[src/rtl/sm_serial_accumulator.sv]
// rtl/sm_serial_accumulator.sv - bit-serial sign-magnitude totaliser with sticky overflow
// Optional saturation on overflow is enabled by defining SM_ACC_SAT_EN.
module sm_serial_accumulator #(
  parameter int MAG_W = 4,
  parameter int ACC_W = 8
) (
  input  logic             clk,
  input  logic             rst_n,
  input  logic             in_valid,
  output logic             in_ready,
  input  logic             in_sign,
  input  logic [MAG_W-1:0] in_mag,
  input  logic             clear,
  output logic             acc_sign,
  output logic [ACC_W-1:0] acc_mag,
  output logic             acc_valid,
  output logic             ovf
);

  localparam int CNT_W = (ACC_W > 1) ? $clog2(ACC_W) : 1;
  localparam logic [ACC_W-1:0] ONE     = ACC_W'(1);
  localparam logic [ACC_W-1:0] SAT_POS = {1'b0, {(ACC_W-1){1'b1}}};
  localparam logic [ACC_W-1:0] SAT_NEG = {1'b1, {(ACC_W-1){1'b0}}};
  localparam logic [CNT_W-1:0] LAST    = CNT_W'(ACC_W-1);

  typedef enum logic [1:0] {
    IDLE  = 2'd0,
    SHIFT = 2'd1,
    FIN   = 2'd2
  } state_t;

  state_t           state_q, state_d;
  logic [ACC_W-1:0] acc_q, acc_d;
  logic [ACC_W-1:0] opnd_q, opnd_d;
  logic             carry_q, carry_d;
  logic [CNT_W-1:0] cnt_q, cnt_d;
  logic             opnd_sign_q, opnd_sign_d;
  logic             old_sign_q, old_sign_d;
  logic             acc_sign_q, acc_sign_d;
  logic [ACC_W-1:0] acc_mag_q, acc_mag_d;
  logic             acc_valid_q, acc_valid_d;
  logic             ovf_q, ovf_d;

  logic [ACC_W-1:0] mag_ext;
  logic [ACC_W-1:0] opnd_conv;
  logic             sum_bit;
  logic             carry_nxt;
  logic             overflow;
  logic [ACC_W-1:0] fin_val;

  assign in_ready = (state_q == IDLE) && !clear;

  // Negating a zero magnitude yields zero, so negative zero needs no special case.
  assign mag_ext   = {{(ACC_W-MAG_W){1'b0}}, in_mag};
  assign opnd_conv = in_sign ? (~mag_ext + ONE) : mag_ext;

  assign sum_bit   = opnd_q[0] ^ acc_q[0] ^ carry_q;
  assign carry_nxt = (opnd_q[0] & acc_q[0]) | (opnd_q[0] & carry_q) | (acc_q[0] & carry_q);

  assign overflow = (opnd_sign_q == old_sign_q) && (acc_q[ACC_W-1] != opnd_sign_q);

  always_comb begin
    fin_val = acc_q;
`ifdef SM_ACC_SAT_EN
    if (overflow) begin
      fin_val = opnd_sign_q ? SAT_NEG : SAT_POS;
    end
`endif
  end

  always_comb begin
    state_d     = state_q;
    acc_d       = acc_q;
    opnd_d      = opnd_q;
    carry_d     = carry_q;
    cnt_d       = cnt_q;
    opnd_sign_d = opnd_sign_q;
    old_sign_d  = old_sign_q;
    acc_sign_d  = acc_sign_q;
    acc_mag_d   = acc_mag_q;
    acc_valid_d = 1'b0;
    ovf_d       = ovf_q;

    case (state_q)
      IDLE: begin
        if (in_valid && in_ready) begin
          opnd_d      = opnd_conv;
          opnd_sign_d = opnd_conv[ACC_W-1];
          old_sign_d  = acc_q[ACC_W-1];
          carry_d     = 1'b0;
          cnt_d       = '0;
          state_d     = SHIFT;
        end
      end
      SHIFT: begin
        // Sum bits enter at the MSB so the accumulator rotates into place after ACC_W steps.
        acc_d   = {sum_bit, acc_q[ACC_W-1:1]};
        opnd_d  = {1'b0, opnd_q[ACC_W-1:1]};
        carry_d = carry_nxt;
        cnt_d   = cnt_q + CNT_W'(1);
        if (cnt_q == LAST) begin
          state_d = FIN;
        end
      end
      FIN: begin
        ovf_d       = ovf_q | overflow;
        acc_d       = fin_val;
        acc_sign_d  = fin_val[ACC_W-1];
        acc_mag_d   = fin_val[ACC_W-1] ? (~fin_val + ONE) : fin_val;
        acc_valid_d = 1'b1;
        state_d     = IDLE;
      end
      default: begin
        state_d = IDLE;
      end
    endcase

    if (clear) begin
      state_d     = IDLE;
      acc_d       = '0;
      carry_d     = 1'b0;
      acc_sign_d  = 1'b0;
      acc_mag_d   = '0;
      acc_valid_d = 1'b0;
      ovf_d       = 1'b0;
    end
  end

  always_ff @(posedge clk or negedge rst_n) begin
    if (!rst_n) begin
      state_q     <= IDLE;
      acc_q       <= '0;
      opnd_q      <= '0;
      carry_q     <= 1'b0;
      cnt_q       <= '0;
      opnd_sign_q <= 1'b0;
      old_sign_q  <= 1'b0;
      acc_sign_q  <= 1'b0;
      acc_mag_q   <= '0;
      acc_valid_q <= 1'b0;
      ovf_q       <= 1'b0;
    end else begin
      state_q     <= state_d;
      acc_q       <= acc_d;
      opnd_q      <= opnd_d;
      carry_q     <= carry_d;
      cnt_q       <= cnt_d;
      opnd_sign_q <= opnd_sign_d;
      old_sign_q  <= old_sign_d;
      acc_sign_q  <= acc_sign_d;
      acc_mag_q   <= acc_mag_d;
      acc_valid_q <= acc_valid_d;
      ovf_q       <= ovf_d;
    end
  end

  assign acc_sign  = acc_sign_q;
  assign acc_mag   = acc_mag_q;
  assign acc_valid = acc_valid_q;
  assign ovf       = ovf_q;

endmodule

[config.mk]
export PLATFORM = sky130hd
export DESIGN_NAME = sm_serial_accumulator
export DESIGN_NICKNAME = d
export VERILOG_FILES = /design/src/rtl/sm_serial_accumulator.sv
export SDC_FILE = /design/constraint.sdc
export NUM_CORES = 1
export LEC_CHECK = 0
export CAP_MARGIN = 40
export CELL_PAD_IN_SITES_DETAIL_PLACEMENT = 1
export CELL_PAD_IN_SITES_GLOBAL_PLACEMENT = 1
export CORE_UTILIZATION = 40
export DETAILED_ROUTE_END_ITERATION = 8
export PLACE_DENSITY_LB_ADDON = 0.1
export REMOVE_ABC_BUFFERS = 1
export SYNTH_ARGS = -nofsm -noshare
export SYNTH_HDL_FRONTEND = slang
export SYNTH_SLANG_ARGS = --single-unit
[constraint.sdc]
create_clock -name clk -period 4.2 [get_ports clk]
set_input_delay 0.84 -clock clk [delete_from_list [all_inputs] [get_ports clk]]
set_output_delay 0.84 -clock clk [all_outputs]
set_load 0.02 [all_outputs]
==> flow_summary_export.csv <==
group,metric,value,unit
status,status,"finished clean",
critical_path,crit_chain,"clkdlybuf4s50_1 -> nor3_1 -> clkdlybuf4s50_1",
timing,finalSetupViolations,0,
worst_hold_path,holdPathStages,2,
layout,postLayoutCoreUtil,49.7,%
synth,synth_area_leaders,"dfrtp_1 (51%), nand2_1 (8.2%), a21oi_1 (4.0%)",
timing,final_max_slew_viol_count,0,
floorplan,die_h,67.8,µm
route,drtIter0Drc,80,
layout,area_growth,17.3,%
route,avgViaCountPerCell,5.55,
floorplan,pin_count,21,
critical_path,crit_path_frequent_cell,"clkdlybuf4s50_1",
floorplan,initial_core_util,42.4,%
critical_path,path_max_fanout,2,
timing,finClkSkew,2.78,ps
timing,fmax,337,MHz
clock_network,post_cts_buffers,0,
route,drt-total-wl,3820,µm
critical_path,crit_slowest_cell,"clkdlybuf4s50_1",
critical_path,worstPathRequired,3360,ps
worst_hold_path,holdPathEnd,"opnd_q[1]$_DFFE_PN0P_",
route,drc,0,
critical_path,end_kind,"output pin",
run,max-cap-violations,0,
place,dp_hpwl,2720,µm
synth,syn-cell-area,0.00173,mm²
layout,postLayoutCellArea,0.00203,mm²
floorplan,die_area,0.00460,mm²
route,dr.pass1.iters,5,
critical_path,ff2ff_setup_slack,2620,ps
critical_path,r2r_end,"acc_mag[5]$_DFFE_PN0P_",
route,route.detailed.wl_per_inst,15.6,µm
synth,yosysUniqueCellTypes,36,
critical_path,worstReg2RegStart,"acc_q[2]$_DFFE_PN0P_",
clock_network,worstSkewPairLatency,280,ps
synth,yosysSeqAreaShare,50.6,%
route,drtAntennaViolNets,0,
critical_path,slowest_delay,650,ps
critical_path,rr_worst_depth,4,
place,portBuffers,20,
synth,synth.largest_area_cell,"dfrtp_1",
floorplan,core,0.00409,mm²
critical_path,cp.depth,3,
grt,grt_pass1_vias,1426,
synth,ys_seq_elements,35,
floorplan,die_w,67.8,µm
synth,yosysWarnings,0,
clock_network,cts_tree,"built",
grt,grt_pass1_wl,6530,µm
worst_hold_path,hp-start,"opnd_q[2]$_DFFE_PN0P_",
timing,setup_ws,1230,ps
timing,slew_headroom,56.2,%
timing,period_share,70.7,%
pwr,ir_drop,219,µV
pwr,p_leak,0.845,nW
clock_network,clk_path_buf_depth,2,
place,gp_congestion,0.748,
timing,fin_crit,2970,ps
place,dp.cells,239,
clock_network,cts_inserted_buffers,5,
layout,antennaDiodeCount,0,
critical_path,cp_top_family,"buffers and inverters",
clock_network,htreeDepth,2,
grt,antenna_found_initial,0,
clock_network,clkSinkCount,35,
synth,async_flop_share,100,%
timing,worst_pin_slew,657,ps
layout,nNetsFinal,211,
grt,track_usage,19.9,%
synth,synth_top_area_share,50.6,%
clock_network,cts_resized,0,
synth,netlist_instances,176,
place,placed_cell_area,0.00196,mm²
pwr,total_power,768,µW
critical_path,crit_arrival,2130,ps
grt,grt_max_degree,36,
critical_path,startpoint_type,"input pin",
grt,gr-total-overflow,0,
timing,rsz0062_at_grt,"no",
clock_network,clk_pin_slew,70,ps
synth,synth_ff_type,"dfrtp_1",
layout,final_cells,245,
place,pre_cts_ws,1230,ps
timing,fin_tns_setup,0,ps
synth,avgSynthCellArea,9.84,µm²
floorplan,rows,23,
route,vias,1359,
clock_network,cts-hold-fix-buffers,0,
layout,drive_gt1_share,7.69,%
timing,hold_violations,0,
clock_network,clock-root-buffer,"clkbuf_8",
synth,synth_edf_count,0,
critical_path,worstSetupPathType,"input pin to output pin",
timing,whs,505,ps
critical_path,path_buf_inv,2,
worst_hold_path,hp-class,"flop to flop",
pwr,p_per_area,378,mW/mm²
## sequential cells by signal (all words and copies together), names as in the netlist
name,count
acc_mag,8
acc_q,8
acc_sign,1
acc_valid,1
carry_q,1
cnt_q,3
old_sign_q,1
opnd_q,8
opnd_sign_q,1
ovf,1
state_q,2
## power breakdown
group	switching, mW	internal, mW
combinational	0.0734	0.0557
clock	0.113	0.110
sequential	0.0351	0.380
## cell families (layout without fill, tap and decap cells)
family	Yosys count	count (layout)	synth area share, %
AOI/OAI and AO/OA	39	39	14.7
adders and majority gates	6	6	4.77
muxes	3	3	1.73
DFF	35	35	50.6
xor gates and xnor gates	6	6	3.03
buffers and inverters	16	35	4.91
and+or+nand+nor	71	71	20.2
## per-layer routing
layer / up-vias / GRT usage, % / share of wire, %
met2: 32 / 35.9 / 54
li1: 635 / - / -
met4: 0 / 9.11 / 1.9
met3: 11 / 5.24 / 3.7
met5: - / 0 / 0
met1: 681 / 21.4 / 40
## layout make-up
| cell class | instances | area [µm²] |
|---|---|---|
| clock buffer | 6 | 72.6 |
| multi-input combinational | 125 | 771 |
| timing repair buffer | 24 | 230 |
| inverter | 5 | 18.8 |
| fill | 471 | 2060 |
| tap | 50 | 62.6 |
| sequential | 35 | 876 |
## Yosys cell counts, types with 2 or more instances
cell type  instances
xor2_1             4
buf_4              3
nor2b_1            4
inv_1              5
nand2b_1           4
nand2_1           38
nor2_1            10
ha_1               5
dfrtp_1           35
clkbuf_1           2
nor3_1             2
xnor2_1            2
clkbuf_2           2
a211oi_1           6
a21oi_1           14
o211ai_1           4
nand3_1            4
mux2i_1            3
o21ai_0            9
a221o_1            2
buf_2              3
## cell usage in the layout, fill, tap and decap left out, drive strengths merged, types with 5 or more instances in the layout
cell            n
a21oi          14
inv             5
nor2           11
o21ai           9
a211oi          6
clkbuf          6
nand2          39
ha              5
clkdlybuf4s50  20
dfrtp          35
## worst max-delay path by stage
| stage | from | to | slack, ps |
|---|---|---|---|
| after floorplan | clear | in_ready | 2020 |
| final | clear | in_ready | 1230 |
| after CTS | clear | in_ready | 1210 |
| after global placement | clear | in_ready | 1220 |
| after detailed placement | clear | in_ready | 1230 |
| after global routing | clear | in_ready | 1150 |
## tightest hold or removal path, delay by kind of cell (launching register included)
| kind | cells | cell delay, ps |
|---|---|---|
| flops | 1 | 350 |
| compound gates | 1 | 70 |
| simple gates | 1 | 50 |
Power figures use the tool's default switching activity.
